==> src/rtl/div_pkg.sv <==
`default_nettype none
// ============================================================================
//  Module      : div_pkg
//  Description : Shared types, constants and helpers for the iterative
//                restoring divider (div_iter_param / div_step).
//  Revision    : 1.0 - initial parametrised release
// ============================================================================
package div_pkg;

    // Divider control states
    typedef enum logic [2:0] {
        DIV_IDLE = 3'd0,
        DIV_ZERO = 3'd1,
        DIV_ON   = 3'd2,
        DIV_FIX  = 3'd3,
        DIV_END  = 3'd4
    } div_state_t;

    // Widest operand the sign helper handles
    localparam int DIV_MAX_W = 64;

    // Bit n set means STEP = n quotient bits per cycle is supported (1, 2, 4)
    localparam int unsigned DIV_STEP_LEGAL = 32'h0000_0016;

    // Conditional two's-complement negate; callers truncate to their width,
    // which is exact because negation is modular
    function automatic logic [DIV_MAX_W-1:0] abs_twos(
        input logic [DIV_MAX_W-1:0] val,
        input logic                 neg
    );
        return neg ? (~val + {{(DIV_MAX_W-1){1'b0}}, 1'b1}) : val;
    endfunction

endpackage : div_pkg
`default_nettype wire

==> src/rtl/div_step.sv <==
`default_nettype none
// ============================================================================
//  Module      : div_step
//  Description : Combinational chain of STEP restoring-division stages.
//                Each stage shifts in one dividend bit, trial-subtracts the
//                divisor at WIDTH+1 bits and keeps the difference when no
//                borrow occurs.
//  Revision    : 1.0 - initial parametrised release
// ============================================================================
module div_step
    import div_pkg::*;
#(
    parameter int WIDTH = 32,
    parameter int STEP  = 1
) (
    input  logic [WIDTH-1:0] i_rem,
    input  logic [STEP-1:0]  i_dbits,    // next dividend bits, MSB first
    input  logic [WIDTH-1:0] i_divisor,
    output logic [WIDTH-1:0] o_rem,
    output logic [STEP-1:0]  o_qbits     // quotient bits, MSB first
);

    logic [WIDTH-1:0] w_rem_chain [0:STEP];

    assign w_rem_chain[0] = i_rem;

    for (genvar gi = 0; gi < STEP; gi++) begin : g_stage
        logic [WIDTH:0] w_shift;
        logic [WIDTH:0] w_diff;
        logic           w_borrow;

        // Shift in one dividend bit and trial-subtract; bit WIDTH is the borrow
        assign w_shift  = {w_rem_chain[gi], i_dbits[STEP-1-gi]};
        assign w_diff   = w_shift - {1'b0, i_divisor};
        assign w_borrow = w_diff[WIDTH];

        assign o_qbits[STEP-1-gi]  = ~w_borrow;
        // On borrow the shifted value is below the divisor, so it fits WIDTH
        assign w_rem_chain[gi+1]   = w_borrow ? w_shift[WIDTH-1:0] : w_diff[WIDTH-1:0];
    end

    assign o_rem = w_rem_chain[STEP];

endmodule : div_step
`default_nettype wire

==> src/rtl/div_iter_param.sv <==
`default_nettype none
// ============================================================================
//  Module      : div_iter_param
//  Description : Parametrised multi-cycle restoring integer divider for the
//                EX stage. Signed/unsigned, STEP quotient bits per cycle,
//                explicit divide-by-zero result and start/annul/ready
//                handshake. result_o = {remainder, quotient}.
//  Revision    : 1.0 - initial parametrised release
// ============================================================================
module div_iter_param
    import div_pkg::*;
#(
    parameter int WIDTH = 32,
    parameter int STEP  = 1,
    parameter int CNT_W = $clog2(WIDTH/STEP) + 1
) (
    input  logic               clk,
    input  logic               rst,          // synchronous, active low
    input  logic               signed_div_i,
    input  logic [WIDTH-1:0]   opdata1_i,
    input  logic [WIDTH-1:0]   opdata2_i,
    input  logic               start_i,
    input  logic               annul_i,
    output logic [2*WIDTH-1:0] result_o,
    output logic               ready_o,
    output logic               div_zero_o,
    output logic               busy_o
);

    localparam logic [CNT_W-1:0] c_iters = CNT_W'(WIDTH/STEP);

    // Reject unsupported parameter combinations at elaboration
    if ((WIDTH < 4) || ((WIDTH % 2) != 0) || (WIDTH > DIV_MAX_W) ||
        (STEP < 1) || (((DIV_STEP_LEGAL >> STEP) & 32'd1) == 32'd0) ||
        ((WIDTH % STEP) != 0)) begin : g_bad_params
        $error("div_iter_param: illegal WIDTH/STEP combination");
    end

    div_state_t         r_state;
    div_state_t         w_state_next;

    logic               r_s1;
    logic               r_s2;
    logic               r_signed;
    logic               r_dz;
    logic               r_ready;
    logic [WIDTH-1:0]   r_op1_raw;
    logic [WIDTH-1:0]   r_divisor;
    logic [WIDTH-1:0]   r_dq;        // unconsumed dividend bits, quotient shifts in below
    logic [WIDTH-1:0]   r_rem;
    logic [CNT_W-1:0]   r_cnt;
    logic [2*WIDTH-1:0] r_result;

    logic               w_accept;
    logic               w_op2_zero;
    logic               w_s1;
    logic               w_s2;
    logic [WIDTH-1:0]   w_op1_mag;
    logic [WIDTH-1:0]   w_op2_mag;
    logic [WIDTH-1:0]   w_rem_next;
    logic [STEP-1:0]    w_qbits;
    logic [WIDTH-1:0]   w_dq_next;
    logic [CNT_W-1:0]   w_cnt_inc;
    logic [WIDTH-1:0]   w_quot_fix;
    logic [WIDTH-1:0]   w_rem_fix;

    assign w_accept   = start_i & ~annul_i;
    assign w_op2_zero = (opdata2_i == '0);
    assign w_s1       = signed_div_i & opdata1_i[WIDTH-1];
    assign w_s2       = signed_div_i & opdata2_i[WIDTH-1];
    assign w_op1_mag  = WIDTH'(abs_twos(DIV_MAX_W'(opdata1_i), w_s1));
    assign w_op2_mag  = WIDTH'(abs_twos(DIV_MAX_W'(opdata2_i), w_s2));

    div_step #(
        .WIDTH (WIDTH),
        .STEP  (STEP)
    ) u_step (
        .i_rem     (r_rem),
        .i_dbits   (r_dq[WIDTH-1 -: STEP]),
        .i_divisor (r_divisor),
        .o_rem     (w_rem_next),
        .o_qbits   (w_qbits)
    );

    assign w_dq_next  = (r_dq << STEP) | WIDTH'(w_qbits);
    assign w_cnt_inc  = r_cnt + {{(CNT_W-1){1'b0}}, 1'b1};
    // Quotient sign is the XOR of operand signs; remainder follows the dividend
    assign w_quot_fix = WIDTH'(abs_twos(DIV_MAX_W'(r_dq), r_signed & (r_s1 ^ r_s2)));
    assign w_rem_fix  = WIDTH'(abs_twos(DIV_MAX_W'(r_rem), r_s1));

    // State register
    always_ff @(posedge clk) begin
        if (!rst) begin
            r_state <= DIV_IDLE;
        end else begin
            r_state <= w_state_next;
        end
    end

    // Next-state logic
    always_comb begin
        w_state_next = r_state;
        case (r_state)
            DIV_IDLE: begin
                if (w_accept) begin
                    w_state_next = w_op2_zero ? DIV_ZERO : DIV_ON;
                end
            end
            DIV_ZERO: w_state_next = annul_i ? DIV_IDLE : DIV_END;
            DIV_ON: begin
                if (annul_i) begin
                    w_state_next = DIV_IDLE;
                end else if (w_cnt_inc == c_iters) begin
                    w_state_next = DIV_FIX;
                end
            end
            DIV_FIX:  w_state_next = annul_i ? DIV_IDLE : DIV_END;
            DIV_END: begin
                if (!start_i) begin
                    w_state_next = DIV_IDLE;
                end
            end
            default:  w_state_next = DIV_IDLE;
        endcase
    end

    // Operand capture, iteration datapath and result/handshake registers
    always_ff @(posedge clk) begin
        if (!rst) begin
            r_s1      <= 1'b0;
            r_s2      <= 1'b0;
            r_signed  <= 1'b0;
            r_dz      <= 1'b0;
            r_ready   <= 1'b0;
            r_op1_raw <= '0;
            r_divisor <= '0;
            r_dq      <= '0;
            r_rem     <= '0;
            r_cnt     <= '0;
            r_result  <= '0;
        end else begin
            case (r_state)
                DIV_IDLE: begin
                    if (w_accept) begin
                        r_s1      <= w_s1;
                        r_s2      <= w_s2;
                        r_signed  <= signed_div_i;
                        r_op1_raw <= opdata1_i;
                        r_divisor <= w_op2_mag;
                        r_dq      <= w_op1_mag;
                        r_rem     <= '0;
                        r_cnt     <= '0;
                        r_dz      <= 1'b0;
                    end
                end
                DIV_ON: begin
                    if (!annul_i) begin
                        r_rem <= w_rem_next;
                        r_dq  <= w_dq_next;
                        r_cnt <= w_cnt_inc;
                    end
                end
                DIV_FIX: begin
                    if (!annul_i) begin
                        r_result <= {w_rem_fix, w_quot_fix};
                    end
                end
                DIV_ZERO: begin
                    if (!annul_i) begin
                        r_result <= {r_op1_raw, {WIDTH{1'b1}}};
                        r_dz     <= 1'b1;
                    end
                end
                DIV_END: begin
                    if (start_i) begin
                        r_ready <= 1'b1;
                    end else begin
                        r_ready  <= 1'b0;
                        r_dz     <= 1'b0;
                        r_result <= '0;
                    end
                end
                default: begin
                    r_ready <= 1'b0;
                end
            endcase
        end
    end

    assign result_o   = r_result;
    assign ready_o    = r_ready;
    assign div_zero_o = r_ready & r_dz;
    assign busy_o     = (r_state != DIV_IDLE);

endmodule : div_iter_param
`default_nettype wire

==> config.mk <==
export PLATFORM = sky130hd
export DESIGN_NAME = div_iter_param
export DESIGN_NICKNAME = d
export VERILOG_FILES = /design/src/rtl/div_pkg.sv /design/src/rtl/div_step.sv /design/src/rtl/div_iter_param.sv
export SDC_FILE = /design/constraint.sdc
export NUM_CORES = 1
export LEC_CHECK = 0
export ABC_AREA = 1
export BUFFER_PORTS_ARGS = -buffer_cell sky130_fd_sc_hd__buf_2
export CAP_MARGIN = 30
export CORE_MARGIN = 8
export CORE_UTILIZATION = 40
export DETAILED_ROUTE_END_ITERATION = 10
export GPL_ROUTABILITY_DRIVEN = 0
export SYNTH_ARGS = -nofsm -noshare
export SYNTH_HDL_FRONTEND = slang
export SYNTH_HIERARCHICAL = 1
export SYNTH_SLANG_ARGS = --single-unit
export TNS_END_PERCENT = 1
==> constraint.sdc <==
create_clock -name clk -period 2.24 [get_ports clk]
set_input_delay 0.336 -clock clk [delete_from_list [all_inputs] [get_ports clk]]
set_output_delay 0.336 -clock clk [all_outputs]
set_load 0.02 [all_outputs]
==> impl_metrics.csv <==
group,metric,value,unit
sta,max_slew_margin,49.6,%
grt,grt_pass1_vias,15800,
placement,io_buffer_count,135,
floorplan,dieArea,43400,sq um
floorplan,boundaryPins,136,
finish,layout.cells.non_filler,3178,
critical_path,crit_arrival,2.70,ns
critical_path,crit_slowest_cell,"dfxtp_1",
critical_path,path_common_cell,"nand2_1",
floorplan,die_width,208,microns
logic_synthesis,syn_avg_cell_area,5.87,sq um
hold_path,hp-start,"opdata2_i[31]",
critical_path,slowest_delay,0.33,ns
critical_path,crit_chain,"inv_1 > ha_1 > inv_1 > o21bai_1 > nor2_1 > nand2_1 > a21oi_4 > nand2_4 > nand2_4 > nand2_8 > buf_4 > nand2_1 > nand2_1 > nand2_1 > a21oi_1",
power,finalPower,11.0,mW
placement,hpwlAfterDp,41100,microns
critical_path,reg2reg_depth,15,
power,powerDensity,619,nW/um^2
critical_path,r2r-start,"r_divisor[31]",
logic_synthesis,ys_types,40,
floorplan,die_y,208,microns
run,maxCapViolations,0,
clock_network,cts_root_buf,"clkbuf_16",
logic_synthesis,synthCells,2522,
finish,fin_util,48.6,%
hold_path,hold_path_end,"r_divisor[31]",
grt,grt_usage,23.5,%
logic_synthesis,ys_ff_latch,206,
logic_synthesis,synth_nets,2629,
sta,final-hold-violation-count,0,
floorplan,core_area,36500,sq um
route,via_count,16800,
route,detail-route-antenna-nets,0,
floorplan,start_util,40.5,%
route,wl_met3,2810,microns
sta,max_slew.worst_pin.slew,0.755,ns
critical_path,reg2reg_slack,-0.07,ns
sta,maxSlewViolCount,0,
placement,post-place-ws,-0.0979,ns
clock_network,cts_sinks,206,
hold_path,hold_path_depth,3,
route,drt_pass1_iterations,6,
logic_synthesis,synth.most_common_cell,"nand2_1",
placement,dp.cells,3126,
grt,grt_start_max_net_pins,152,
route,drt_iter0_drc,1307,
sta,rsz0062_at_grt,"true",
logic_synthesis,yosysTopAreaCell,"dfxtp_1",
sta,fin_ws,-0.0731,ns
logic_synthesis,synth_edf_count,0,
critical_path,path_max_fanout,6,
logic_synthesis,async_reset_ff_share,0,%
clock_network,cts_tree,"built",
critical_path,crit_required,2.63,ns
sta,fin_crit_sh,103,%
logic_synthesis,synthFlopType,"dfxtp_1",
route,wl_met1,23600,microns
status,status,"complete, but fails checks",
clock_network,htreeDepth,1,
logic_synthesis,ys_top_cells_by_count,"739 x nand2_1, 312 x inv_1, 285 x a21oi_1, 231 x nor2_1, 230 x nand3_1",
critical_path,start_kind,"flip-flop",
route,top_layer,"met4",
sta,fin_crit,2.31,ns
sta,whs,0.0721,ns
power,p_leak,8.95,nW
clock_network,worstSkewPairLatency,0.54,ns
grt,grt_pass1_wl,84200,microns
hold_path,min_path_type,"primary input to flip-flop",
power,ir_drop,0.499,mV
logic_synthesis,synth_seq_area_share,27.9,%
finish,drive_gt1_share,14.6,%
route,vias_per_cell,5.27,
clock_network,hold_buffers,0,
finish,antenna_cells,0,
clock_network,cts_buffer_depth,3,
floorplan,rows,70,
clock_network,numCtsBuffers,25,
route,wirelength,53600,microns
status,violations,"negative setup slack",
sta,clock.fmax,0.432,GHz
logic_synthesis,ys_top_cells_by_area,"dfxtp_1 28%, nand2_1 19%, a21oi_1 9.6%, inv_1 7.9%, nand3_1 7.8%",
clock_network,clk_pin_slew,0.06,ns
route,wl_met2,24800,microns
sta,setup_viol,31,
sta,fin_worst_skew,0.0149,ns
logic_synthesis,yosysWarnings,6,
critical_path,reg2reg_to,"r_rem[30]",
route,drc_errors,0,
grt,grt-ovfl-total,0,
finish,area_growth,19.9,%
route,routedWlPerCell,16.9,microns
grt,antenna_found_initial,0,
critical_path,critPathKind,"flip-flop to flip-flop",
finish,nets,2800,
critical_path,endpoint_kind,"flip-flop",
logic_synthesis,synth_area,14800,sq um
logic_synthesis,synth_top_area_share,27.9,%
-- where the power goes --
group	switching (mW)	internal (mW)	leakage [nW]
registers	0.181	3.88	1.68
clock network	1.64	2.25	0.380
logic	2.00	1.04	6.89
-- how the worst max path moves through the flow --
stage                  start         to  slack, ns  cells past startpoint
3_5_place_dp   r_divisor[24]  r_rem[27]       -0.1                     15
2_1_floorplan       r_dq[31]  r_rem[25]       0.04                     19
5_1_grt            r_rem[21]  r_rem[30]      -0.18                     16
4_1_cts         r_divisor[6]  r_rem[27]      0.002                     15
3_3_place_gp    r_divisor[8]  r_rem[25]      -0.12                     13
6_report       r_divisor[31]  r_rem[30]      -0.07                     15
-- through the flow --
| step | area, sq um | setup TNS (ns) |
|---|---|---|
| floorplan | 14800 | 0 |
| finish | 17700 | -1.10 |
| global placement | 16400 | -0.404 |
| global route | 17700 | -4.69 |
| detailed placement | 16400 | -0.401 |
| CTS | 17200 | 0 |
-- per-layer routing --
layer,track usage [%],vias up
met4,9.69,0
li1,-,8489
met3,2.95,113
met1,30.1,7652
met2,39.6,500
met5,0,-
-- logic make-up after synthesis --
family | count (synthesis) | share of synthesized area [%]
flops | 206 | 27.9
buf+inv | 423 | 11.7
xor+xnor | 32 | 1.89
compound gates | 528 | 18.5
fa+ha+maj | 38 | 3.26
simple gates | 1295 | 36.7
-- sequential cells by signal, summed over array words and instances, names as in the netlist --
name and count:
r_cnt 6, r_divisor 32, r_dq 32, r_dz 1, r_op1_raw 32, r_rem 32
r_s1 1, r_s2 1, r_signed 1, r_state 3, ready_o 1, result_o 64
-- area by class of cell --
type,count,area [sq um]
clock inverter,6,36.3
fill,3877,18800
sequential,206,4130
timing repair buffer,244,1660
multi-input combinational,1893,9380
tap,468,586
inverter,323,1210
clock buffer,38,734
-- cells in the final DEF, fill, tap and decap left out, types with 5 or more instances in the layout --
cell / n
clkbuf_8: 6
nand4_1: 33
nor2_1: 227
or2_2: 5
buf_2: 134
o21ai_1: 30
nor2_2: 9
ha_4: 18
inv_2: 14
clkbuf_1: 7
dfxtp_1: 201
buf_4: 94
xor2_1: 26
buf_6: 6
a21oi_2: 16
o21bai_1: 12
clkbuf_16: 29
nand2_1: 725
nand2_2: 24
o211ai_1: 8
a21oi_1: 270
buf_12: 6
xnor2_1: 5
nand3b_1: 7
inv_1: 309
nand3_1: 225
and2_1: 6
ha_1: 17
nand2_4: 5
o221ai_1: 5
o21ai_0: 176
nor3_1: 10
-- worst max-delay path, delay by kind of cell, from the launching register on --
family	cells	cell delay, ns
AO/OA/AOI/OAI	3	0.39
adder cells (fa/ha/maj)	1	0.33
buffers and inverters	3	0.35
flip-flops	1	0.33
AND/OR/NAND/NOR	8	0.75
-- repair_timing --
action                                  CTS  global route
resized for setup                        14            72
gates cloned                              0             6
pin swaps                                 2            48
setup buffers                             0             2
endpoints found under the setup margin   29            35
Note: power is estimated with default switching activity, not from simulation.
